===== config.mk =====
export PLATFORM = sky130hd
export DESIGN_NAME = ft600_tx_bridge_flat
export DESIGN_NICKNAME = d
export VERILOG_FILES = /design/src/rtl/ft600_pkg.sv /design/src/rtl/ft600_tx_bridge_if.sv /design/src/rtl/ft600_tx_bridge_sync_fifo.sv /design/src/rtl/ft600_tx_bridge.sv /design/src/flat_wrapper.sv
export SDC_FILE = /design/constraint.sdc
export NUM_CORES = 1
export LEC_CHECK = 0
export ABC_CLOCK_PERIOD_IN_PS = 4100
export CORE_MARGIN = 5
export CORE_UTILIZATION = 40
export DETAILED_ROUTE_END_ITERATION = 8
export HOLD_SLACK_MARGIN = 0.03
export SLEW_MARGIN = 30
export SYNTH_ARGS = -nofsm -noshare
export SYNTH_HDL_FRONTEND = slang
export SYNTH_SLANG_ARGS = --single-unit
export TNS_END_PERCENT = 1

===== constraint.sdc =====
create_clock -name clk -period 4.1 [get_ports clk]
set_input_delay 0.615 -clock clk [delete_from_list [all_inputs] [get_ports clk]]
set_output_delay 0.615 -clock clk [all_outputs]
set_load 0.02 [all_outputs]

===== src/rtl/ft600_pkg.sv =====
// Shared constants and types for the FT600 245-mode write path.
package ft600_pkg;

  localparam int FT_DATA_W = 16;
  localparam int FT_BE_W   = 2;

  // oe_n / rd_n are never asserted on the write-only path.
  localparam logic FT_PAD_IDLE = 1'b1;

  // IDLE: wr_n high. WRITE: wr_n low, a word is on the bus.
  typedef enum logic {
    IDLE  = 1'b0,
    WRITE = 1'b1
  } ft_wr_state_e;

endpackage


===== src/rtl/ft600_tx_bridge_if.sv =====
// Sample stream plus FT600 bus pins, as seen by the bridge (slave) and by
// whatever drives the stream and models the FT600 (master).
//
// Handshake: a sample moves on a rising edge where s_valid && s_ready.
// s_ready never depends on s_valid. On the bus side a word moves on a rising
// edge where wr_n == 0 && txe_n == 0; while txe_n is high the word is held.
interface ft600_tx_bridge_if #(
  parameter int DATA_W = 16,
  parameter int BE_W   = 2
) ();

  logic              s_valid;
  logic [DATA_W-1:0] s_data;
  logic              s_ready;
  logic              txe_n;
  logic              wr_n;
  logic [DATA_W-1:0] data_o;
  logic              data_oe;
  logic [BE_W-1:0]   be_o;
  logic              oe_n;
  logic              rd_n;

  modport slave (
    input  s_valid, s_data, txe_n,
    output s_ready, wr_n, data_o, data_oe, be_o, oe_n, rd_n
  );

  modport master (
    output s_valid, s_data, txe_n,
    input  s_ready, wr_n, data_o, data_oe, be_o, oe_n, rd_n
  );

endinterface


===== src/rtl/ft600_tx_bridge_sync_fifo.sv =====
// Small synchronous FIFO with a combinational head output.
module sync_fifo #(
  parameter int DATA_W = 16,
  parameter int DEPTH  = 16
) (
  input  logic                    clk,
  input  logic                    rst,
  input  logic                    push,
  input  logic                    pop,
  input  logic [DATA_W-1:0]       wdata,
  output logic [DATA_W-1:0]       head,
  output logic                    full,
  output logic                    empty,
  output logic [$clog2(DEPTH):0]  count
);

  localparam int AW = $clog2(DEPTH);
  localparam int CW = AW + 1;

  logic [DATA_W-1:0] mem_q [DEPTH];
  logic [AW-1:0]     wr_ptr_q, wr_ptr_d;
  logic [AW-1:0]     rd_ptr_q, rd_ptr_d;
  logic [CW-1:0]     count_q, count_d;
  logic              push_ok, pop_ok;

  assign full    = (count_q == CW'(DEPTH));
  assign empty   = (count_q == '0);
  assign count   = count_q;
  assign head    = mem_q[rd_ptr_q];
  assign push_ok = push && !full;
  assign pop_ok  = pop && !empty;

  // Pointer and occupancy next-state; pointers wrap naturally at DEPTH.
  always_comb begin
    wr_ptr_d = wr_ptr_q;
    rd_ptr_d = rd_ptr_q;
    count_d  = count_q;
    if (push_ok) wr_ptr_d = wr_ptr_q + AW'(1);
    if (pop_ok)  rd_ptr_d = rd_ptr_q + AW'(1);
    case ({push_ok, pop_ok})
      2'b10:   count_d = count_q + CW'(1);
      2'b01:   count_d = count_q - CW'(1);
      default: count_d = count_q;
    endcase
  end

  // Pointer and occupancy registers.
  always_ff @(posedge clk) begin
    if (rst) begin
      wr_ptr_q <= '0;
      rd_ptr_q <= '0;
      count_q  <= '0;
    end else begin
      wr_ptr_q <= wr_ptr_d;
      rd_ptr_q <= rd_ptr_d;
      count_q  <= count_d;
    end
  end

  // Storage array; contents are don't-care until written.
  always_ff @(posedge clk) begin
    if (push_ok) mem_q[wr_ptr_q] <= wdata;
  end

endmodule


===== src/rtl/ft600_tx_bridge.sv =====
// FT600 245-mode write feeder: sample FIFO, one-word hold stage and a
// two-state write FSM presenting one word per clock while txe_n is low.
module ft600_tx_bridge
  import ft600_pkg::*;
#(
  parameter int DATA_W = FT_DATA_W,
  parameter int BE_W   = FT_BE_W,
  parameter int DEPTH  = 16,
  parameter int CNT_W  = 16
) (
  input  logic                   clk,
  input  logic                   rst,
  input  logic                   en,
  ft600_tx_bridge_if.slave       bus,
  output logic                   overflow,
  output logic [CNT_W-1:0]       drop_cnt,
  output ft_wr_state_e           wr_state,
  output logic [$clog2(DEPTH):0] fifo_count
);

  logic              fifo_full, fifo_empty;
  logic              push, pop, drop, accept, load;
  logic [DATA_W-1:0] fifo_head;
  logic              hold_vld_q, hold_vld_d;
  logic [DATA_W-1:0] data_q, data_d;
  ft_wr_state_e      state_q, state_d;
  logic              overflow_q, overflow_d;
  logic [CNT_W-1:0]  drop_cnt_q, drop_cnt_d;
  logic              wr_n;

  // full comes from registered occupancy, so a same-cycle pop never frees a
  // slot for a same-cycle push.
  assign bus.s_ready = !fifo_full && !rst;
  assign push        = bus.s_valid && bus.s_ready;
  assign drop        = bus.s_valid && !bus.s_ready && !rst;
  assign accept      = (state_q == WRITE) && !bus.txe_n;
  assign load        = !fifo_empty && (!hold_vld_q || accept);
  assign pop         = load;

  sync_fifo #(
    .DATA_W (DATA_W),
    .DEPTH  (DEPTH)
  ) u_fifo (
    .clk   (clk),
    .rst   (rst),
    .push  (push),
    .pop   (pop),
    .wdata (bus.s_data),
    .head  (fifo_head),
    .full  (fifo_full),
    .empty (fifo_empty),
    .count (fifo_count)
  );

  // Hold stage: refill from the FIFO head when empty or on accept, else keep
  // the word (a stalled word stays unchanged on the bus).
  always_comb begin
    hold_vld_d = hold_vld_q;
    data_d     = data_q;
    if (load) begin
      hold_vld_d = 1'b1;
      data_d     = fifo_head;
    end else if (accept) begin
      hold_vld_d = 1'b0;
    end
  end

  // Write FSM next state: drive the bus only when enabled, the FT600 has
  // room and the hold stage will hold a word after this edge.
  always_comb begin
    state_d = state_q;
    case (state_q)
      IDLE:    if (en && !bus.txe_n && hold_vld_d) state_d = WRITE;
      WRITE:   if (!(en && !bus.txe_n && hold_vld_d)) state_d = IDLE;
      default: state_d = IDLE;
    endcase
  end

  // Sticky overflow flag and saturating drop counter.
  always_comb begin
    overflow_d = overflow_q | drop;
    drop_cnt_d = drop_cnt_q;
    if (drop && !(&drop_cnt_q)) drop_cnt_d = drop_cnt_q + CNT_W'(1);
  end

  // All control and output registers.
  always_ff @(posedge clk) begin
    if (rst) begin
      hold_vld_q <= 1'b0;
      data_q     <= '0;
      state_q    <= IDLE;
      overflow_q <= 1'b0;
      drop_cnt_q <= '0;
    end else begin
      hold_vld_q <= hold_vld_d;
      data_q     <= data_d;
      state_q    <= state_d;
      overflow_q <= overflow_d;
      drop_cnt_q <= drop_cnt_d;
    end
  end

  assign wr_n        = (state_q != WRITE);
  assign bus.wr_n    = wr_n;
  assign bus.data_o  = data_q;
  assign bus.data_oe = ~wr_n;
  assign bus.be_o    = {BE_W{~wr_n}};
  assign bus.oe_n    = FT_PAD_IDLE;
  assign bus.rd_n    = FT_PAD_IDLE;
  assign overflow    = overflow_q;
  assign drop_cnt    = drop_cnt_q;
  assign wr_state    = state_q;

endmodule


===== src/flat_wrapper.sv =====
// flat-port wrapper written by rule: the top's interface ports become plain ports
module ft600_tx_bridge_flat import ft600_pkg::*;
#(
  parameter int DATA_W = FT_DATA_W,
  parameter int BE_W   = FT_BE_W,
  parameter int DEPTH  = 16,
  parameter int CNT_W  = 16
)
  (clk, rst, en, overflow, drop_cnt, wr_state, fifo_count, bus_s_valid, bus_s_data, bus_txe_n, bus_s_ready, bus_wr_n, bus_data_o, bus_data_oe, bus_be_o, bus_oe_n, bus_rd_n);
  ft600_tx_bridge_if #(.DATA_W(DATA_W), .BE_W(BE_W)) bus_i ();
  input  logic clk;
  input  logic rst;
  input  logic en;
  output logic overflow;
  output logic [CNT_W-1:0] drop_cnt;
  output ft_wr_state_e wr_state;
  output logic [$clog2(DEPTH):0] fifo_count;
  input wire logic [$bits(bus_i.s_valid)-1:0] bus_s_valid;
  input wire logic [$bits(bus_i.s_data)-1:0] bus_s_data;
  input wire logic [$bits(bus_i.txe_n)-1:0] bus_txe_n;
  output wire logic [$bits(bus_i.s_ready)-1:0] bus_s_ready;
  output wire logic [$bits(bus_i.wr_n)-1:0] bus_wr_n;
  output wire logic [$bits(bus_i.data_o)-1:0] bus_data_o;
  output wire logic [$bits(bus_i.data_oe)-1:0] bus_data_oe;
  output wire logic [$bits(bus_i.be_o)-1:0] bus_be_o;
  output wire logic [$bits(bus_i.oe_n)-1:0] bus_oe_n;
  output wire logic [$bits(bus_i.rd_n)-1:0] bus_rd_n;
  assign bus_i.s_valid = bus_s_valid;
  assign bus_i.s_data = bus_s_data;
  assign bus_i.txe_n = bus_txe_n;
  assign bus_s_ready = bus_i.s_ready;
  assign bus_wr_n = bus_i.wr_n;
  assign bus_data_o = bus_i.data_o;
  assign bus_data_oe = bus_i.data_oe;
  assign bus_be_o = bus_i.be_o;
  assign bus_oe_n = bus_i.oe_n;
  assign bus_rd_n = bus_i.rd_n;
  ft600_tx_bridge #(.DATA_W(DATA_W), .BE_W(BE_W), .DEPTH(DEPTH), .CNT_W(CNT_W)) u_core (.clk(clk), .rst(rst), .en(en), .bus(bus_i), .overflow(overflow), .drop_cnt(drop_cnt), .wr_state(wr_state), .fifo_count(fifo_count));
endmodule

### Yosys cells after proc, flatten, opt, wreduce, memory -nomap -nowiden

Memories as Yosys holds them, arrays and structs flattened. A register that Yosys moved wholly into a read port is not among the register bits.
Cells that the tools add are included.

* bits of input ports: 21
* RAM bits: 256
* memories kept: 1
* word-level logic and storage cells: 46
* output and inout bits: 46
* register bits after elaboration: 32

* $add $sub $neg: 5
* bitwise logic cells: 2
* multiplexer cells: 6
* equal/unequal tests: 3
* reductions and logical operators: 22

Memories
* u_core.u_fifo.mem_q: depth 16, width 16, read ports 1, clocked after memory_dff 1, wr ports 1, line ft600_tx_bridge_sync_fifo.sv:20 `logic [DATA_W-1:0] mem_q [DEPTH];`

Operator list (number)
* $add 16x1->16 const B: 1
* $reduce_and 16->1: 1
* $logic_and 1x1->1: 11
* $pmux 5 s2: 1
* $add 4x1->4 const B: 2
* $logic_not 1->1: 7
* $add 5x1->5 const B: 1
* $eq 5x5->1 const B: 1
* $logic_not 5->1: 1
* $mux 1: 5
* $sub 5x1->5 const B: 1
* $eq 2x1->1 const B: 1
* $eq 2x2->1 const B: 1
* $reduce_bool 2->1: 1
* $logic_or 1x1->1: 1
* $not 1->1: 1
* $or 1x1->1: 1

### Depth between registers and ports, before layout

Gate-level depths: netlist of run 1.

* depth after elaboration: 7
* depth in mapped cells: 11

### Hierarchy

A second synthesis of run 1 with hierarchy kept.

* cells, all modules: 692
* area, all modules: 12192.9 sq um

Modules (own cells, without submodules)
* sync_fifo: area an instance 10650.2 sq um, times used 1, cells each 525
* ft600_tx_bridge: area an instance 1542.7 sq um, times used 1, cells each 167

### Least setup slack after synthesis of run 1

Ideal clock, no wire load.

* kind: reg-to-reg
* start point: register u_core.u_fifo.count_q[1], in the netlist u_core.u_fifo.count[1]
* end point: register u_core.u_fifo.count_q[4], in the netlist u_core.u_fifo.count[4]
* data arrival time: 2904 ps
* data required time: 3979 ps
* buffers on the path: 1
* slack: 1075 ps
* stages on the path, launching flop included: 11
* period minus slack after synthesis: 3025 ps
* cells stage by stage: dfxtp_1 nor4_4 a22o_1 inv_2 clkbuf_1 ha_1 fa_1 a21o_1 a21oi_1 mux2i_1 mux2_2

RTL lines
* start: declaration: line ft600_tx_bridge_sync_fifo.sv:23 `logic [CW-1:0] count_q, count_d;`
* start signal: assignment: line ft600_tx_bridge_sync_fifo.sv:56 `count_q <= count_d;`
* $logic_not 5->1 (*): line ft600_tx_bridge_sync_fifo.sv:27 `assign empty = (count_q == '0);`
* $logic_not 1->1 (*): line ft600_tx_bridge.sv:37 `assign load = !fifo_empty && (!hold_vld_q || accept);`
* $logic_and 1x1->1 (*): line ft600_tx_bridge.sv:37
* named net u_core.load: line ft600_tx_bridge.sv:22 `logic push, pop, drop, accept, load;`
* $logic_and 1x1->1 (*): line ft600_tx_bridge_sync_fifo.sv:31 `assign pop_ok = pop && !empty;`
* $eq 2x1->1 / $eq 2x2->1 (equally long branches): line ft600_tx_bridge_sync_fifo.sv:40 `case ({push_ok, pop_ok})`
* $pmux 5 s2 / $reduce_bool 2->1 (equally long branches)

The timed path passes the listed nets; every way through them passes the cells marked *.
A chain may end at the register's enable or synchronous reset.

### Worst setup path in the final report of run 1

* start point: register u_core.u_fifo.count_q[1], in the netlist u_core.u_fifo.count[1]
* end point: register u_core.u_fifo.count_q[4], in the netlist u_core.u_fifo.count[4]

* longest elaborated chain between the ends: 7

RTL lines
* $eq 5x5->1: line ft600_tx_bridge_sync_fifo.sv:26 `assign full = (count_q == CW'(DEPTH));`
* $logic_not 1->1: line ft600_tx_bridge_sync_fifo.sv:30, ft600_tx_bridge.sv:33
* $logic_and 1x1->1: line ft600_tx_bridge.sv:33 `assign bus.s_ready = !fifo_full && !rst;`
* $logic_and 1x1->1: line ft600_tx_bridge.sv:34 `assign push = bus.s_valid && bus.s_ready;`
* $logic_and 1x1->1: line ft600_tx_bridge_sync_fifo.sv:30 `assign push_ok = push && !full;`
* $eq 2x1->1 / $eq 2x2->1 (equally long branches): line ft600_tx_bridge_sync_fifo.sv:40
* $pmux 5 s2 / $reduce_bool 2->1 (equally long branches)

Parallel ways exist; a longest one is shown, timed or not.

==> out/results.ini, run 1 <==
[cells_and_area]
area_growth_pct = 18.2
diodes = 0
multi_input_gate_area_in_the_final_layout_sq_um = 3090
finished_layout_cell_area_sq_um = 14100
final_stage_net_count = 835
n_fill_cell = 2535
seqCellArea_sq_um = 8650
drive_gt1_share_pct = 15.3

[global_routing]
grtUsageTotal_pct = 16.1
first_global_vias = 6740
first_pass_grt_wire_length_um = 41600
grt_start_max_net_pins = 74
antenna_found_initial = 0
grt_overflow_total = 0

[logic_synthesis]
flip_flop_cell_with_the_highest_count_after_synthesis = sky130_fd_sc_hd__edfxtp_1
async_flop_share_pct = 0
sequential_fraction_of_the_synthesis_area_pct = 72.6
post_synth_inst_count = 719
area_of_the_mapped_netlist_sq_um = 11900
top_cells_by_area_in_the_synthesized_netlist = sky130_fd_sc_hd__edfxtp_1 64%, sky130_fd_sc_hd__dfxtp_1 8.1%, sky130_fd_sc_hd__mux4_2 6.0%
synth.avg_cell_area_sq_um = 16.6
synthDominantCellAreaShare_pct = 64.5
yosys_warnings = 0
number_of_synthesized_flops_with_an_enable_pin = 256
yosys_register_bits = 304
synth_cell_type_count = 49
netlist.top_cell.by_area = sky130_fd_sc_hd__edfxtp_1

[cts]
post_cts.resized_instances = 0
tritoncts.num_buffers = 31
path_clk_slew_ns = 0.06
cts_tree = yes
clkLatencyLatePin_ns = 0.54
post_cts_buffers = 0
ctsRootBufferMaster = sky130_fd_sc_hd__clkbuf_16
clock_tree.htree_level_count = 1
clock_tree.buffer_depth = 3
tritoncts_num_sinks = 304
cts_hold_repair_buffers = 0

[route]
met2_length_um = 13400
vias_per_cell = 5.53
antenna_left = 0
avgRoutedWirePerCell_um = 22.4
first_pass_drt_iterations = 5
drc_errors = 0
met1_length_um = 11800
routed_wire_length_um = 27200
maxUsedRoutingLayer = met4
drt_iter0_drc = 517
vias = 6721
met3_wirelength_um = 1400

[floorplanning]
starting_utilization_of_the_core_area_pct = 40.3
placeableCoreArea_sq_um = 29600
die-height_um = 183
ios = 67
rows = 63
overall_die_area_sq_um = 33400
die_width_um = 183

[critical_path]
worst_setup_path_end_kind = register
path_max_fanout = 8
timing.setup.critical_path_class = reg2reg
data_required_time_at_the_worst_endpoint_ns = 4.53
arrival_ns = 3.39
cp-start-kind = register

[sta]
hold-worst-slack_ns = 0.472
post-route-min-period_ns = 2.96
max_slew_margin_pct = 51.3
fin_crit_sh_pct = 72.2
setup_violating_endpoint_count_in_the_final_report = 0
skew_ns = 0.0101
unrepaired_setup_endpoints_after_global_routing = false
final-hold-violation-count = 0
timing_worst_slew_pin_value_ns = 0.724
slew_violations = 0
totalNegativeSetupSlack_ns = 0
timing.fmax_mhz = 338
minimum_setup_slack_in_the_final_design_ns = 1.14

[power]
power_per_cell_area_nw_per_um2 = 560
ir_drop_v = 0.000294
static-leakage-power_uw = 0.00441
power.total_uw = 7890

[place]
placement.io_buffers = 64
dp_worst_setup_slack_ns = 0.777
detailed_place_hpwl_um = 16200
detailed_place.area_sq_um = 13100
gp_congestion = 0.777

[job]
max-cap-violations = 0

[min_path]
timing.hold.worst.class = reg2reg

[run_status]
status = complete, no violations

## routing by layer
layer | up-vias | GRT usage (%)
li1 | 3034 | -
met1 | 3441 | 22.9
met2 | 204 | 26.9
met3 | 42 | 1.85
met4 | 0 | 3.57
met5 | - | 0
## synth_stat cells (6+ instances only)
cell type                  instances
sky130_fd_sc_hd__a22oi_1          16
sky130_fd_sc_hd__dfxtp_1          48
sky130_fd_sc_hd__inv_1            10
sky130_fd_sc_hd__edfxtp_1        256
sky130_fd_sc_hd__nand2_1           9
sky130_fd_sc_hd__ha_1             10
sky130_fd_sc_hd__a21oi_1          34
sky130_fd_sc_hd__or4_1             8
sky130_fd_sc_hd__nand3_1           9
sky130_fd_sc_hd__buf_4             6
sky130_fd_sc_hd__o21ai_0          22
sky130_fd_sc_hd__clkbuf_1         23
sky130_fd_sc_hd__nor2_1           30
sky130_fd_sc_hd__buf_2             8
sky130_fd_sc_hd__mux2i_1          67
sky130_fd_sc_hd__o22ai_1          32
sky130_fd_sc_hd__mux4_2           32
sky130_fd_sc_hd__o31ai_1           9
sky130_fd_sc_hd__buf_1             6
sky130_fd_sc_hd__nor3_1           25
## cell families (layout without fill, tap and decap cells)
kind of cell	after synthesis	after routing	share of synthesized area [%]
adders and majority gates	11	11	1.22
muxes	100	100	11.8
DFF	304	304	72.6
xor gates and xnor gates	7	7	0.514
AOI/OAI and AO/OA	127	127	6.56
other	1	2	0.0315
buffers and inverters	54	160	1.97
and+or+nand+nor	115	115	5.38
## metrics by stage
stage	utilization, %	std cells
2_1_floorplan	-	720
3_3_place_gp	44.5	1160
3_5_place_dp	44.5	1160
4_1_cts	47.6	1216
5_1_grt	47.7	1216
6_report	47.7	1216
## final timing paths
path,from,to,slack (ns),cells after the start
max,u_core.u_fifo.count[1]$_SDFFE_PP0P_,u_core.u_fifo.count[4]$_SDFFE_PP0P_,1.14,9
min reg2reg,u_core.overflow$_SDFF_PP0_,u_core.overflow$_SDFF_PP0_,0.47,1
max reg2reg,u_core.u_fifo.count[1]$_SDFFE_PP0P_,u_core.u_fifo.count[4]$_SDFFE_PP0P_,1.14,9
min,u_core.overflow$_SDFF_PP0_,u_core.overflow$_SDFF_PP0_,0.47,1
## placed cells by master, fill, tap and decap left out, types with 3 or more instances in the layout
master,count
sky130_fd_sc_hd__o31ai_1,9
sky130_fd_sc_hd__edfxtp_1,256
sky130_fd_sc_hd__nor2_2,12
sky130_fd_sc_hd__nand2b_1,4
sky130_fd_sc_hd__nand2_1,9
sky130_fd_sc_hd__inv_1,10
sky130_fd_sc_hd__clkinv_2,4
sky130_fd_sc_hd__nor4_1,4
sky130_fd_sc_hd__xor2_1,3
sky130_fd_sc_hd__or3_1,4
sky130_fd_sc_hd__nand3b_1,4
sky130_fd_sc_hd__or4_1,8
sky130_fd_sc_hd__clkinv_1,5
sky130_fd_sc_hd__nor2_1,18
sky130_fd_sc_hd__nand4_1,4
sky130_fd_sc_hd__o22ai_1,32
sky130_fd_sc_hd__ha_1,10
sky130_fd_sc_hd__xnor2_1,4
sky130_fd_sc_hd__mux4_2,32
sky130_fd_sc_hd__clkbuf_1,12
sky130_fd_sc_hd__nor3_2,4
sky130_fd_sc_hd__a21o_1,3
sky130_fd_sc_hd__dfxtp_1,46
sky130_fd_sc_hd__clkbuf_16,31
sky130_fd_sc_hd__and4_1,4
sky130_fd_sc_hd__mux2i_1,67
sky130_fd_sc_hd__nand3_1,9
sky130_fd_sc_hd__buf_4,28
sky130_fd_sc_hd__nor3_1,21
sky130_fd_sc_hd__a21oi_1,34
sky130_fd_sc_hd__a22oi_1,16
sky130_fd_sc_hd__clkdlybuf4s50_1,64
sky130_fd_sc_hd__o21ai_0,22
## critical path, cell delays in order (launching register included)
cell and delay [ns]:
sky130_fd_sc_hd__dfxtp_1 0.39, sky130_fd_sc_hd__nor4_4 0.57, sky130_fd_sc_hd__a22o_1 0.27, sky130_fd_sc_hd__inv_2 0.05, sky130_fd_sc_hd__ha_1 0.26, sky130_fd_sc_hd__fa_1 0.42
sky130_fd_sc_hd__a21o_1 0.17, sky130_fd_sc_hd__a21oi_1 0.17, sky130_fd_sc_hd__mux2i_1 0.21, sky130_fd_sc_hd__mux2_2 0.35
## final cells by class
type / count / share of cell area, %
Clock buffer: 44 / 5.92
Timing Repair Buffer: 93 / 6.18
Sequential cell: 304 / 61.4
Tap cell: 390 / 3.46
Clock inverter: 12 / 0.755
Multi-Input combinational cell: 362 / 21.9
Inverter: 11 / 0.293
## sequential cells by signal (all words and copies together) (netlist names)
name and cells:
u_core.bus.data_o 16, u_core.bus.data_oe 1, u_core.drop_cnt 16, u_core.hold_vld_q 1, u_core.overflow 1, u_core.u_fifo.count 5
u_core.u_fifo.mem_q 256, u_core.u_fifo.rd_ptr_q 4, u_core.u_fifo.wr_ptr_q 4
## where the power goes
group	total, uW	switching [uW]	internal [uW]
sequential	3630	134	3500
clock	2630	1100	1530
combinational	1630	945	690
No activity file was read; power rests on OpenSTA's default activity.
==> inputs of run 2 (changes only) <==
--- a/config.mk
+++ b/config.mk
@@ -5,7 +5,7 @@
 export SDC_FILE = /design/constraint.sdc
 export NUM_CORES = 1
 export LEC_CHECK = 0
-export ABC_CLOCK_PERIOD_IN_PS = 4100
+export ABC_CLOCK_PERIOD_IN_PS = 2900
 export CORE_MARGIN = 5
 export CORE_UTILIZATION = 40
 export DETAILED_ROUTE_END_ITERATION = 8
==> constraint.sdc (replaced) <==
create_clock -name clk -period 2.9 [get_ports clk]
set_input_delay 0.435 -clock clk [delete_from_list [all_inputs] [get_ports clk]]
set_output_delay 0.435 -clock clk [all_outputs]
set_load 0.02 [all_outputs]
==> out/results.ini, run 2 (synthesis results as in run 1) <==
[run_status]
status = complete, no violations

[cells_and_area]
mostFrequentLayoutCells = 256 x sky130_fd_sc_hd__edfxtp_1, 67 x sky130_fd_sc_hd__mux2i_1, 64 x sky130_fd_sc_hd__clkdlybuf4s50_1, 44 x sky130_fd_sc_hd__dfxtp_1, 41 x sky130_fd_sc_hd__buf_4
finished_layout_cell_area_sq_um = 14300
fin_cells = 1236
final_stage_net_count = 853
drive_gt1_share_pct = 17.8
diodes = 0
final_common_cell = sky130_fd_sc_hd__edfxtp_1
area_growth_pct = 19.8
max_flop_register = u_core.u_fifo.mem_q
flip_flop_count_of_the_largest_register_all_copies_and_words_added = 256

[sta]
hold-worst-slack_ns = 0.440
fin_crit_sh_pct = 88.6
slew_violations = 0
setup_violating_endpoint_count_in_the_final_report = 0
totalNegativeSetupSlack_ns = 0
post-route-min-period_ns = 2.57
skew_ns = 0.0112
unrepaired_setup_endpoints_after_global_routing = false
final-hold-violation-count = 0
max_slew_margin_pct = 35.6
timing_worst_slew_pin_value_ns = 0.963
timing.fmax_mhz = 389

[global_routing]
grt_start_max_net_pins = 46
first_global_vias = 6627
grt_overflow_total = 0
first_pass_grt_wire_length_um = 41000
antenna_found_initial = 0
grtUsageTotal_pct = 16.0

[min_path]
hold_depth = 2
min-delay-start = bus_txe_n
worst_hold_path.endpoint = u_core.bus.data_oe$_SDFF_PP0_
timing.hold.worst.class = in2reg

[route]
vias = 6626
antenna_left = 0
drc_errors = 0
avgRoutedWirePerCell_um = 21.8
vias_per_cell = 5.36
drt_iter0_drc = 480
first_pass_drt_iterations = 5
routed_wire_length_um = 27000

[critical_path]
timing.setup.critical_path_class = reg2reg
cp_cell_sequence = nor4_4 -> buf_4 -> a21oi_1 -> inv_1 -> ha_2 -> ha_1 -> a21o_1 -> a21oi_1 -> mux2i_1 -> mux2_2
arrival_ns = 3.02
data_required_time_at_the_worst_endpoint_ns = 3.35
worst_r2r_endpoint = u_core.u_fifo.count[4]$_SDFFE_PP0P_
worst_setup_path_end_kind = register
path_max_fanout = 7
worst_r2r_startpoint = u_core.u_fifo.count[0]$_SDFFE_PP0P_
ff2ff_path_depth = 10
worst_path_most_repeated_cell = sky130_fd_sc_hd__a21oi_1
rrSetupSlack_ns = 0.33
worst_path_largest_cell_delay_ns = 0.36
cp-start-kind = register
library_cell_contributing_the_largest_single_delay_on_the_critical_path = sky130_fd_sc_hd__dfxtp_2

[place]
detailed_place.area_sq_um = 13300
placed_cells_incl_taps = 1178
detailed_place_hpwl_um = 17000
placement.io_buffers = 64
gp_congestion = 0.791

[power]
static-leakage-power_uw = 0.00452
power_per_cell_area_nw_per_um2 = 783
ir_drop_v = 0.000589

[cts]
clock_tree.buffer_depth = 3
cts_tree = yes
post_cts.resized_instances = 0
ctsRootBufferMaster = sky130_fd_sc_hd__clkbuf_16
clock_tree.htree_level_count = 1
path_clk_slew_ns = 0.06
cts_hold_repair_buffers = 0
post_cts_buffers = 0
clkLatencyLatePin_ns = 0.57
tritoncts_num_sinks = 304
tritoncts.num_buffers = 31

[floorplanning]
die_width_um = 183
ios = 67
overall_die_area_sq_um = 33400
die-height_um = 183
starting_utilization_of_the_core_area_pct = 40.3
placeableCoreArea_sq_um = 29600
rows = 63

[job]
max-cap-violations = 0

-- run 2: how the worst max path moves through the flow --
stage	from	end	slack [ns]	cells past startpoint
floorplan	u_core.u_fifo.count[0]$_SDFFE_PP0P_	u_core.u_fifo.count[4]$_SDFFE_PP0P_	0.01	10
global placement	bus_txe_n	u_core.u_fifo.count[4]$_SDFFE_PP0P_	0.08	10
detailed placement	rst	u_core.u_fifo.count[4]$_SDFFE_PP0P_	0.03	10
CTS	u_core.u_fifo.count[0]$_SDFFE_PP0P_	u_core.u_fifo.count[4]$_SDFFE_PP0P_	0.31	10
global route	u_core.u_fifo.count[0]$_SDFFE_PP0P_	u_core.u_fifo.count[4]$_SDFFE_PP0P_	0.18	10
finish	u_core.u_fifo.count[0]$_SDFFE_PP0P_	u_core.u_fifo.count[4]$_SDFFE_PP0P_	0.33	10
-- run 2: worst max-delay path, delay by kind of cell (launching register included) --
family	cells	cell delay, ns
muxes	2	0.55
buffers and inverters	2	0.29
and+or+nand+nor	1	0.32
adders and majority gates	2	0.50
DFF	1	0.36
AOI/OAI and AO/OA	3	0.44
-- run 2: metrics by stage --
step / utilization [%] / worst slack, ns / total power [uW]
final: 48.3 / 0.330 / 11200
after global routing: 48.3 / 0.183 / 11700
after CTS: 48.3 / 0.309 / 11300
after detailed placement: 45.2 / 0.0286 / 7660
after global placement: 45.2 / 0.0804 / 7630
after floorplan: - / 0.0120 / 6650
-- run 2: layer usage --
layer	wire length (um)	GRT usage (%)
met1	11800	22.1
met3	1260	1.83
met5	0	0
met4	491	4.14
met2	13400	27.0
-- run 2: final cells by class --
class                           count  area, sq um
Sequential cell                   304         8660
Clock inverter                     14         95.1
Timing Repair Buffer              111         1070
Inverter                           11         41.3
Multi-Input combinational cell    362         3090
Clock buffer                       44          845
Tap cell                          390          488
Fill cell                        2500        15300
-- run 2: power breakdown --
group	switching [uW]	internal, uW	leakage [uW]
combinational	1330	1050	0.00137
sequential	204	4950	0.00270
clock	1620	2040	0.000452
==> inputs of run 3 (changes only) <==
--- a/config.mk
+++ b/config.mk
@@ -8,8 +8,10 @@
 export ABC_CLOCK_PERIOD_IN_PS = 2900
 export CORE_MARGIN = 5
 export CORE_UTILIZATION = 40
+export CTS_CLUSTER_SIZE = 8
 export DETAILED_ROUTE_END_ITERATION = 8
 export HOLD_SLACK_MARGIN = 0.03
+export PLACE_DENSITY = 0.57
 export SLEW_MARGIN = 30
 export SYNTH_ARGS = -nofsm -noshare
 export SYNTH_HDL_FRONTEND = slang
==> out/results.ini, run 3 (synthesis results as in run 1) <==
[floorplanning]
die_width_um = 183
overall_die_area_sq_um = 33400
ios = 67
starting_utilization_of_the_core_area_pct = 40.3
die-height_um = 183
placeableCoreArea_sq_um = 29600
rows = 63

[power]
power_per_cell_area_nw_per_um2 = 842
static-leakage-power_uw = 0.00463
ir_drop_v = 0.000461
power.total_uw = 12200

[cts]
clock_tree.buffer_depth = 3
tritoncts.num_buffers = 44
post_cts_buffers = 0
path_clk_slew_ns = 0.05
clock_tree.htree_level_count = 2
tritoncts_num_sinks = 304
cts_hold_repair_buffers = 0
clkLatencyLatePin_ns = 0.53
cts_tree = yes
ctsRootBufferMaster = sky130_fd_sc_hd__clkbuf_16
post_cts.resized_instances = 0

[min_path]
timing.hold.worst.class = reg2reg

[cells_and_area]
diodes = 0
layout.core_utilization_pct = 49.2
final_common_cell = sky130_fd_sc_hd__edfxtp_1
max_flop_register = u_core.u_fifo.mem_q
mostFrequentLayoutCells = 256 x sky130_fd_sc_hd__edfxtp_1, 67 x sky130_fd_sc_hd__mux2i_1, 64 x sky130_fd_sc_hd__clkdlybuf4s50_1, 45 x sky130_fd_sc_hd__clkbuf_16, 44 x sky130_fd_sc_hd__dfxtp_1
drive_gt1_share_pct = 16.0
final_stage_net_count = 859
area_growth_pct = 21.9
flip_flop_count_of_the_largest_register_all_copies_and_words_added = 256

[critical_path]
worst_setup_path_end_kind = register
library_cell_contributing_the_largest_single_delay_on_the_critical_path = sky130_fd_sc_hd__dfxtp_1
worst_path_largest_cell_delay_ns = 0.44
data_required_time_at_the_worst_endpoint_ns = 3.30
cp-start-kind = register
arrival_ns = 3.01
timing.setup.critical_path_class = reg2reg
rrSetupSlack_ns = 0.30
cp_cell_sequence = nor4_4 -> buf_4 -> a21oi_1 -> inv_1 -> ha_2 -> fa_1 -> a21o_1 -> a21oi_1 -> mux2i_1 -> mux2_2
path_max_fanout = 7
worst_path_most_repeated_cell = sky130_fd_sc_hd__a21oi_1

[global_routing]
global_route.peak_usage_layer = met2
first_global_vias = 7010
grt_overflow_total = 0
grt_start_max_net_pins = 43
use_met2_pct = 26.7
gr-usage-met1_pct = 20.0
groute.layer.met3.usage_pct = 3.05
first_pass_grt_wire_length_um = 40200
antenna_found_initial = 0
grtUsageTotal_pct = 15.5

[sta]
timing.fmax_mhz = 384
skew_ns = 0.0219
minimum_setup_slack_in_the_final_design_ns = 0.298
setup_violating_endpoint_count_in_the_final_report = 0
max_slew_margin_pct = 46.1
unrepaired_setup_endpoints_after_global_routing = false
fin_crit_sh_pct = 89.7
timing_worst_slew_pin_value_ns = 0.807
slew_violations = 0
hold-worst-slack_ns = 0.466
final-hold-violation-count = 0
post-route-min-period_ns = 2.60

[place]
detailed_place_hpwl_um = 16200
placement.io_buffers = 64
gp_congestion = 0.806
dp_worst_setup_slack_ns = -0.00562

[route]
first_pass_drt_iterations = 5
antenna_left = 0
drt_iter0_drc = 545
drc_errors = 0
avgRoutedWirePerCell_um = 20.7
vias_per_cell = 5.44
routed_wire_length_um = 25900
vias = 6805

[job]
max-cap-violations = 0

[run_status]
status = complete, no violations

[run 3: cell count changes in the layout (fill, tap and decap cells not counted), moves of 4 or more]
| cell | delta |
|---|---|
| sky130_fd_sc_hd__nor2_2 | -10 |
| sky130_fd_sc_hd__clkinv_2 | -4 |
| sky130_fd_sc_hd__clkbuf_1 | +20 |
| sky130_fd_sc_hd__clkbuf_16 | +14 |
| sky130_fd_sc_hd__nor2_1 | +10 |
| sky130_fd_sc_hd__buf_4 | -4 |
[run 3: final cells by class]
cell class | count | area (sq um)
multi-input combinational | 362 | 3070
fill | 2474 | 15000
sequential | 304 | 8660
clock inverter | 3 | 55.1
tap | 390 | 488
timing repair buffer | 104 | 978
clock buffer | 76 | 1240
inverter | 11 | 41.3
[run 3: per-stage QoR]
stage / instance area (sq um) / cells / setup TNS [ns]
2_1_floorplan: 11900 / 720 / 0
3_3_place_gp: 13200 / 1171 / 0
3_5_place_dp: 13200 / 1171 / -0.00562
4_1_cts: 14500 / 1250 / 0
5_1_grt: 14500 / 1250 / 0
6_report: 14500 / 1250 / 0
[run 3: worst max-delay path: cells and delay by family (launching register included)]
kind	cells	cell delay (ns)
adders and majority gates	2	0.62
AOI/OAI and AO/OA	3	0.56
muxes	2	0.56
DFF	1	0.44
buffers and inverters	2	0.24
and+or+nand+nor	1	0.08
[run 3: per-layer routing]
layer | vias up | wire length [um]
met2 | 227 | 13000
met4 | 0 | 515
met3 | 45 | 1520
li1 | 3096 | -
met1 | 3437 | 10900
met5 | - | 0
[run 3: final timing paths]
path	from	end	cells past startpoint
setup / recovery	u_core.u_fifo.count[3]$_SDFFE_PP0P_	u_core.u_fifo.count[4]$_SDFFE_PP0P_	10
hold / removal	u_core.overflow$_SDFF_PP0_	u_core.overflow$_SDFF_PP0_	1
setup reg to reg	u_core.u_fifo.count[3]$_SDFFE_PP0P_	u_core.u_fifo.count[4]$_SDFFE_PP0P_	10
hold reg to reg	u_core.overflow$_SDFF_PP0_	u_core.overflow$_SDFF_PP0_	1
[run 3: power breakdown]
part	switching [uW]	total [uW]	leakage, uW	internal (uW)
sequential	176	5130	0.00270	4960
combinational	1380	2450	0.00132	1070
clock	1760	4650	0.000614	2900
